**src/rtl/fetch_sequencer_pkg.sv**
```systemverilog
// fetch_sequencer_pkg
//   Shared definitions for the fetch sequencer slice:
//   - state_e   : 3-bit FSM state encoding
//   - ctrl_t    : bundle of the registered control outputs
//   - defaults  : ACK_TIMEOUT and counter width
//   - decode_ctrl(): maps a state to the control levels it drives
package fetch_sequencer_pkg;

    localparam int DEFAULT_ACK_TIMEOUT = 15;
    localparam int DEFAULT_CNT_W       = 4;

    typedef enum logic [2:0] {
        ST_IDLE       = 3'd0,
        ST_FETCH_ADDR = 3'd1,
        ST_FETCH_WAIT = 3'd2,
        ST_LATCH      = 3'd3,
        ST_EXECUTE    = 3'd4,
        ST_JUMP       = 3'd5,
        ST_HALTED     = 3'd6,
        ST_FAULT      = 3'd7
    } state_e;

    typedef struct packed {
        logic mem_req;
        logic pc_not_read;
        logic pc_not_write;
        logic pc_inc;
        logic ir_load;
        logic ex_start;
        logic halted;
        logic fault;
    } ctrl_t;

    // Everything inactive: the PC's active-low lines sit high.
    localparam ctrl_t CTRL_RESET = '{
        mem_req:      1'b0,
        pc_not_read:  1'b1,
        pc_not_write: 1'b1,
        pc_inc:       1'b0,
        ir_load:      1'b0,
        ex_start:     1'b0,
        halted:       1'b0,
        fault:        1'b0
    };

    // Control levels for the cycle spent in 'st'. ex_start is only raised
    // on the first EXECUTE cycle, which the caller flags with first_exec.
    function automatic ctrl_t decode_ctrl(input state_e st, input logic first_exec);
        ctrl_t c;
        c = CTRL_RESET;
        case (st)
            ST_FETCH_ADDR, ST_FETCH_WAIT: begin
                c.mem_req     = 1'b1;
                c.pc_not_read = 1'b0;
            end
            ST_LATCH: begin
                c.pc_inc  = 1'b1;
                c.ir_load = 1'b1;
            end
            ST_EXECUTE: c.ex_start     = first_exec;
            ST_JUMP:    c.pc_not_write = 1'b0;
            ST_HALTED:  c.halted       = 1'b1;
            ST_FAULT:   c.fault        = 1'b1;
            default:    c              = CTRL_RESET;
        endcase
        return c;
    endfunction

endpackage

```
**src/rtl/fetch_timer.sv**
```systemverilog
// fetch_timer
//   Memory-acknowledge watchdog for the fetch sequencer. Counts cycles spent
//   waiting for mem_ack and flags the cycle on which the wait would reach
//   ACK_TIMEOUT.
// Ports:
//   clk     in   system clock, rising edge
//   notClr  in   asynchronous active-low reset (count -> 0)
//   clear   in   zero the count at the next edge
//   inc     in   one more cycle waited without an acknowledge
//   expire  out  this increment brings the count to ACK_TIMEOUT
module fetch_timer
    import fetch_sequencer_pkg::*;
#(
    parameter int ACK_TIMEOUT = DEFAULT_ACK_TIMEOUT,
    parameter int CNT_W       = DEFAULT_CNT_W
) (
    input  logic clk,
    input  logic notClr,
    input  logic clear,
    input  logic inc,
    output logic expire
);

    localparam logic [CNT_W-1:0] LAST_COUNT = CNT_W'(ACK_TIMEOUT - 1);
    localparam logic [CNT_W-1:0] ONE        = CNT_W'(1);

    logic [CNT_W-1:0] count_d;
    logic [CNT_W-1:0] count_q;

    // Clear wins over increment so a fresh fetch always starts from zero.
    always_comb begin
        count_d = count_q;
        if (clear) begin
            count_d = '0;
        end else if (inc) begin
            count_d = count_q + ONE;
        end
    end

    // Compare against ACK_TIMEOUT-1 so the timeout is seen in the same cycle
    // the count would reach ACK_TIMEOUT, without a wider comparator.
    assign expire = inc && (count_q == LAST_COUNT);

    always_ff @(posedge clk or negedge notClr) begin
        if (!notClr) begin
            count_q <= '0;
        end else begin
            count_q <= count_d;
        end
    end

endmodule

```
**src/rtl/fetch_sequencer.sv**
```systemverilog
// fetch_sequencer
//   Control FSM sequencing the program counter through fetch, increment and
//   jump load, with req/ack handshake to memory and start/done handshake to
//   the execute stage. All outputs are registered and decoded from state.
// Configuration:
//   FETCH_SEQ_SINGLE_STEP_EN - adds the 'step' input; the FSM halts after
//   every instruction and each rising edge of step runs exactly one more.
// Ports:
//   clk          in   system clock, rising edge
//   notClr       in   asynchronous active-low reset
//   start        in   leave IDLE / resume from HALTED
//   halt         in   stop at the next instruction boundary
//   mem_ack      in   instruction word is on data_bus
//   ex_done      in   execute stage finished
//   ex_jump      in   with ex_done: load PC from data_bus
//   step         in   (single-step builds only) run one instruction
//   mem_req      out  memory read request
//   pc_notRead   out  active-low, PC drives the bus
//   pc_notWrite  out  active-low, PC loads from data_bus
//   pc_inc       out  PC increment strobe
//   ir_load      out  instruction register capture strobe
//   ex_start     out  one-cycle execute start pulse
//   halted       out  FSM in HALTED
//   fault        out  FSM in FAULT (sticky until reset)
module fetch_sequencer
    import fetch_sequencer_pkg::*;
#(
    parameter int ACK_TIMEOUT = DEFAULT_ACK_TIMEOUT,
    parameter int CNT_W       = DEFAULT_CNT_W
) (
    input  logic clk,
    input  logic notClr,
    input  logic start,
    input  logic halt,
    input  logic mem_ack,
    input  logic ex_done,
    input  logic ex_jump,
`ifdef FETCH_SEQ_SINGLE_STEP_EN
    input  logic step,
`endif
    output logic mem_req,
    output logic pc_notRead,
    output logic pc_notWrite,
    output logic pc_inc,
    output logic ir_load,
    output logic ex_start,
    output logic halted,
    output logic fault
);

    state_e state_d;
    state_e state_q;
    ctrl_t  ctrl_d;
    ctrl_t  ctrl_q;

    logic timer_clear;
    logic timer_inc;
    logic timer_expire;
    logic boundary_halt;
    logic resume;

    fetch_timer #(
        .ACK_TIMEOUT (ACK_TIMEOUT),
        .CNT_W       (CNT_W)
    ) u_timer (
        .clk    (clk),
        .notClr (notClr),
        .clear  (timer_clear),
        .inc    (timer_inc),
        .expire (timer_expire)
    );

    // The watchdog restarts on every fetch and only counts wait cycles in
    // which memory has not answered.
    always_comb begin
        timer_clear = (state_q == ST_FETCH_ADDR);
        timer_inc   = (state_q == ST_FETCH_WAIT) && !mem_ack;
    end

`ifdef FETCH_SEQ_SINGLE_STEP_EN
    logic step_d;
    logic step_q;

    // In single-step builds every instruction boundary stops the FSM, and a
    // held step only counts once thanks to the edge detect.
    always_comb begin
        step_d        = step;
        boundary_halt = 1'b1;
        resume        = (step && !step_q) || (start && !halt);
    end
`else
    always_comb begin
        boundary_halt = halt;
        resume        = start && !halt;
    end
`endif

    // Next-state logic. halt is only looked at when leaving EXECUTE or JUMP,
    // so a halt raised during a fetch lets that instruction finish.
    always_comb begin
        state_d = state_q;
        case (state_q)
            ST_IDLE: begin
                if (start) begin
                    state_d = ST_FETCH_ADDR;
                end
            end
            ST_FETCH_ADDR: state_d = ST_FETCH_WAIT;
            ST_FETCH_WAIT: begin
                if (mem_ack) begin
                    state_d = ST_LATCH;
                end else if (timer_expire) begin
                    state_d = ST_FAULT;
                end
            end
            ST_LATCH: state_d = ST_EXECUTE;
            ST_EXECUTE: begin
                if (ex_done) begin
                    if (ex_jump) begin
                        state_d = ST_JUMP;
                    end else if (boundary_halt) begin
                        state_d = ST_HALTED;
                    end else begin
                        state_d = ST_FETCH_ADDR;
                    end
                end
            end
            ST_JUMP: state_d = boundary_halt ? ST_HALTED : ST_FETCH_ADDR;
            ST_HALTED: begin
                if (resume) begin
                    state_d = ST_FETCH_ADDR;
                end
            end
            ST_FAULT: state_d = ST_FAULT;
            default:  state_d = ST_IDLE;
        endcase

        // Decoding the next state lets the outputs come straight from flops
        // while still lining up with the state they belong to. EXECUTE is
        // only ever entered from LATCH, which marks its first cycle.
        ctrl_d = decode_ctrl(state_d, state_q == ST_LATCH);
    end

    always_ff @(posedge clk or negedge notClr) begin
        if (!notClr) begin
            state_q <= ST_IDLE;
            ctrl_q  <= CTRL_RESET;
`ifdef FETCH_SEQ_SINGLE_STEP_EN
            step_q  <= 1'b0;
`endif
        end else begin
            state_q <= state_d;
            ctrl_q  <= ctrl_d;
`ifdef FETCH_SEQ_SINGLE_STEP_EN
            step_q  <= step_d;
`endif
        end
    end

    assign mem_req     = ctrl_q.mem_req;
    assign pc_notRead  = ctrl_q.pc_not_read;
    assign pc_notWrite = ctrl_q.pc_not_write;
    assign pc_inc      = ctrl_q.pc_inc;
    assign ir_load     = ctrl_q.ir_load;
    assign ex_start    = ctrl_q.ex_start;
    assign halted      = ctrl_q.halted;
    assign fault       = ctrl_q.fault;

endmodule
```
**config.mk**
```make
export PLATFORM = sky130hd
export DESIGN_NAME = fetch_sequencer
export DESIGN_NICKNAME = d
export VERILOG_FILES = /design/src/rtl/fetch_sequencer_pkg.sv /design/src/rtl/fetch_timer.sv /design/src/rtl/fetch_sequencer.sv
export SDC_FILE = /design/constraint.sdc
export NUM_CORES = 1
export LEC_CHECK = 0
export CORE_MARGIN = 1
export CORE_UTILIZATION = 48
export CTS_CLUSTER_SIZE = 24
export DETAILED_ROUTE_END_ITERATION = 8
export GPL_TIMING_DRIVEN = 0
export PLACE_DENSITY = 0.76
export SETUP_SLACK_MARGIN = 0.1
export SYNTH_ARGS = -nofsm -noshare
export SYNTH_HDL_FRONTEND = slang
export SYNTH_SLANG_ARGS = --single-unit
```
**constraint.sdc**
```tcl
create_clock -name clk -period 1.61 [get_ports clk]
set_input_delay 0.322 -clock clk [delete_from_list [all_inputs] [get_ports clk]]
set_output_delay 0.322 -clock clk [all_outputs]
set_load 0.01 [all_outputs]
```
[Yosys cells after proc, flatten, opt, wreduce, memory -nomap -nowiden]
Cells that the tools add are included.
Word-level totals
  flip-flop bits (word level): 15
  input bits: 7
  output and inout port bits: 8
  word-level logic and storage cells: 50
Cells by class
  add/sub/neg operators: 1
  equal/unequal tests: 15
  multiplexer cells: 16
  reduce and logical (&&, ||, !) cells: 8
Operator list (count)
  3-bit == test, second input constant: 8
  3-bit one-hot mux with 8 select lines: 1
  3-bit two-way mux: 7
  3-bit by 2-bit == test with 1-bit output, second input constant: 4
  4-bit two-way mux: 2
  3-bit by 1-bit == test with 1-bit output, second input constant: 2
  4-bit by 1-bit adder with 4-bit output, second input constant: 1
  4-bit == test, second input constant: 1
  1-bit two-way mux: 4
  2-bit two-way mux: 2
  1-bit logical AND: 3
  3-bit zero test: 1
  1-bit zero test: 2
  2-bit nonzero test: 1
  2-bit OR reduction: 1

[Longest topological paths before layout]
Gate-level depths: netlist (run 1).
  depth in word-level cells: 9
  depth in mapped cells: 7
  gate-level depth less buffers: 7

[Hierarchy]
A second synthesis (run 1) with hierarchy kept.
Unflattened totals
  cells, all modules: 72
  area total of the unflattened synthesis: 777.0 um2
By module, submodules not included
  fetch_sequencer: times used 1, cells an instance 52, area each 554.3 um2, seq. area each 252.7 um2
  fetch_timer: times used 1, cells an instance 20, area each 222.7 um2, seq. area each 100.1 um2

[Worst setup path before layout (run 1)]
OpenSTA, ideal clock, no wires.
  path type: register to register
  start: register state_q[0]
  end: register ctrl_q (netlist bit mem_req)
  setup time: 0.118 ns
  data arrival time: 1.371 ns
  required time: 1.492 ns
  slack: 0.121 ns
  cell stages (with the launch flop): 7
  path buffers: 1
  clock period less this slack: 1.489 ns
  cells stage by stage: dfrtp_1 buf_6 nor4b_4 nand4_1 o211ai_2 nor2_2 a21o_1
RTL lines
  start: declaration: line fetch_sequencer.sv:52  | state_e state_q;
  start signal: assignment: line fetch_sequencer.sv:152  | state_q <= state_d;
  end signal: assignment: line fetch_sequencer.sv:153  | ctrl_q <= ctrl_d;
  end: declaration: line fetch_sequencer.sv:54  | ctrl_t ctrl_q;

==> flow_summary.ini, run 1 <==
[timing]
maxSlewHeadroom_pct = 60.2
tightest_slew_ps = 596
finalCritPeriodShare_pct = 96.0
rsz0062_at_grt = true
fmax_ghz = 0.647
finalCriticalPeriod_ps = 1550
setup_viol = 0
hold_slack_ps = 420
fin_tns_setup_ps = 0
finalClockSkew_ps = 5.01
slew_viol_final = 0
hold_viol = 0

[grt]
antenna_found_initial = 0
overflow = 0
grt_pass1_wl_um = 2190
grt_start_max_net_pins = 15
first_global_vias = 488
grt_use_total_pct = 21.1

[worst_setup_path]
slowest_stage = dfrtp_1
crit_chain = buf_6, nor4b_4, nand4_1, o211ai_2, nor2_2, a21o_1
crit_buf_inv = 1
regToRegSetupSlack_ps = 60
cp_top_family = simple AND/OR/NAND/NOR gates
cp.arrival_ps = 1720
path_class = flop to flop
slowest_delay_ps = 380
critPathCaptureType = flop
required_ps = 1780
critPathMaxFanout = 8
cp-start-kind = flop

[floorplanning]
dieArea_mm2 = 0.00166
die_h_um = 40.7
start_util_pct = 53.3
core_area_mm2 = 0.00135
fp.dieW_um = 40.7
ios = 15
rows = 13

[routing]
vias = 566
firstDrtPassIters = 4
vias_per_cell = 5.24
wl_um = 1480
wire_per_inst_um = 13.7
initialDrtViolationCount = 4
drc = 0
ant_nets = 0

[pwr]
total_leakage_power_nw = 0.493
powerDensity_mw_per_mm2 = 2000
ir_drop_mv = 1.13
p_total_mw = 2.02

[synth]
synth.area.top_cells = dfrtp_1 (42%), dfstp_2 (7.3%), nor2_1 (4.7%), a211oi_2 (3.5%), ha_1 (3.5%)
synth_warnings = 0
syn_inst = 67
synth_top_family_by_area = simple AND/OR/NAND/NOR gates
synth_xor_area_share_pct = 3.65
yosys.area.top_type = dfrtp_1
yosys.cell_types.count = 28
synthSimpleGateAreaFrac_pct = 23.5
synth_fa_ha_area_share_pct = 3.48
syn_nets = 76
yosysTopAreaCellShare_pct = 41.7
synth-compound-area-share_pct = 13.7
ys_seq_elements = 14
syn_area_per_cell_um2 = 10.7
synth.cell_area_um2 = 719
synthMuxAreaShare_pct = 1.39
ys_seq_area_share_pct = 49.0

[hold_path]
worstHoldPathType = primary input to asynchronous set/reset pin

[clock_tree]
cts_tree = built
numCtsBuffers = 3
clk_pin_slew_worst_paths_ps = 80
clock_latency_ps = 270
ctsHoldBuffers = 0
cts_sinks = 14
cts_root_buf = clkbuf_4
htree_levels = 1
cts_max_path_buffers = 2

[layout]
final_cell_mix = dfrtp_1 (12), nor2_1 (9), buf_4 (9)
nFillCells = 93
layout_commonest_cell = dfrtp_1
drive_gt1_share_pct = 31.2
antenna_cells = 0
final_core_util_pct = 74.8
syn_to_final_growth_pct = 40.3
nets = 103

[place]
dp_hpwl_um = 978
io_buffers = 14
gp_congestion = 0.731

[flow_run]
drv_cap = 0

[outcome]
outcome = finished, final reports clean
[logic make-up after synthesis]
family	Yosys count
flops	14
xor+xnor	3
fa+ha+maj	2
compound gates	13
buf+inv	6
mux	1
simple gates	28
[what timing repair did]
action / 4_1_cts / 5_1_grt
endpoints found under the hold margin: 0 / 0
resized for setup: 13 / 4
setup buffers: 5 / 3
endpoints found under the setup margin: 11 / 10
pin swaps: 11 / 2
[cell usage after synthesis]
library cell  number
mux2i_1            1
nor3b_1            2
nor4b_4            1
nand3b_1           2
buf_4              2
nor2b_1            1
a21oi_1            3
nand4_1            2
ha_1               2
o211ai_2           1
xor2_1             2
nor3_1             1
a31oi_1            3
a211oi_2           2
a211oi_1           1
a21o_1             2
or3b_1             1
nor2_1             9
buf_6              1
and3b_1            1
nand2b_1           3
nor2_2             1
o21ai_0            1
inv_1              3
dfstp_2            2
nand2_1            4
xnor2_1            1
dfrtp_1           12
[where the power goes]
group	internal (mW)	switching, mW
Sequential	0.517	0.0900
Clock	0.137	0.106
Combinational	0.584	0.590
Total	1.24	0.786
[through the flow]
step | instances | instance area, µm² | worst slack [ps]
2_1_floorplan | 67 | 719 | 121
3_3_place_gp | 96 | 878 | -413
3_5_place_dp | 96 | 878 | -413
4_1_cts | 105 | 972 | 35.3
5_1_grt | 108 | 1010 | -2.75
6_report | 108 | 1010 | 64.2
[final timing paths]
| check | from | endpoint | cells after the start |
|---|---|---|---|
| worst max-delay path | state_q[2] | mem_req | 6 |
| worst min-delay path | notClr | state_q[1] | 1 |
| worst max register to register | state_q[2] | mem_req | 6 |
| worst min register to register | u_timer.count_q[3] | u_timer.count_q[3] | 2 |
| max in group asynchronous | notClr | state_q[2] | 1 |
| min in group clk | ex_jump | state_q[1] | 3 |
[per-layer routing]
metal	GRT usage, %	up-vias	wire (µm)
met3	6.52	0	58
met4	5.00	0	0
li1	-	286	-
met5	0	-	0
met1	22.2	265	632
met2	40.1	15	787
[worst reg2reg max path, delay by kind of cell (launching register included)]
kind	cells	cell delay, ps
and+or+nand+nor	3	550
DFF	1	380
AOI/OAI and AO/OA	2	390
buffers and inverters	1	140
[area by class of cell]
cell class              instances  area (µm²)  share of cell area, %
multi-input cells              47         363                   35.9
well taps                      15        18.8                   1.86
clock buffers                   4        36.3                   3.59
repair buffers                 22         198                   19.6
plain buffers                   3        30.0                   2.97
flip-flops and latches         14         353                   34.9
inverters                       3        11.3                   1.12
[flip-flops by register name (all words and copies together), names as in the netlist]
register         cells
mem_req              1
halted               1
u_timer.count_q      4
ir_load              1
pc_notRead           1
pc_notWrite          1
fault                1
state_q              3
ex_start             1
Power figures use the tool's default switching activity.
==> run 2, diff against run 1 <==
--- a/config.mk
+++ b/config.mk
@@ -12,6 +12,7 @@
 export GPL_TIMING_DRIVEN = 0
 export PLACE_DENSITY = 0.76
 export SETUP_SLACK_MARGIN = 0.1
+export SLEW_MARGIN = 20
 export SYNTH_ARGS = -nofsm -noshare
 export SYNTH_HDL_FRONTEND = slang
 export SYNTH_SLANG_ARGS = --single-unit
==> results of run 2 <==
No change in the layout: final DEF, timing and power equal those of run 1.
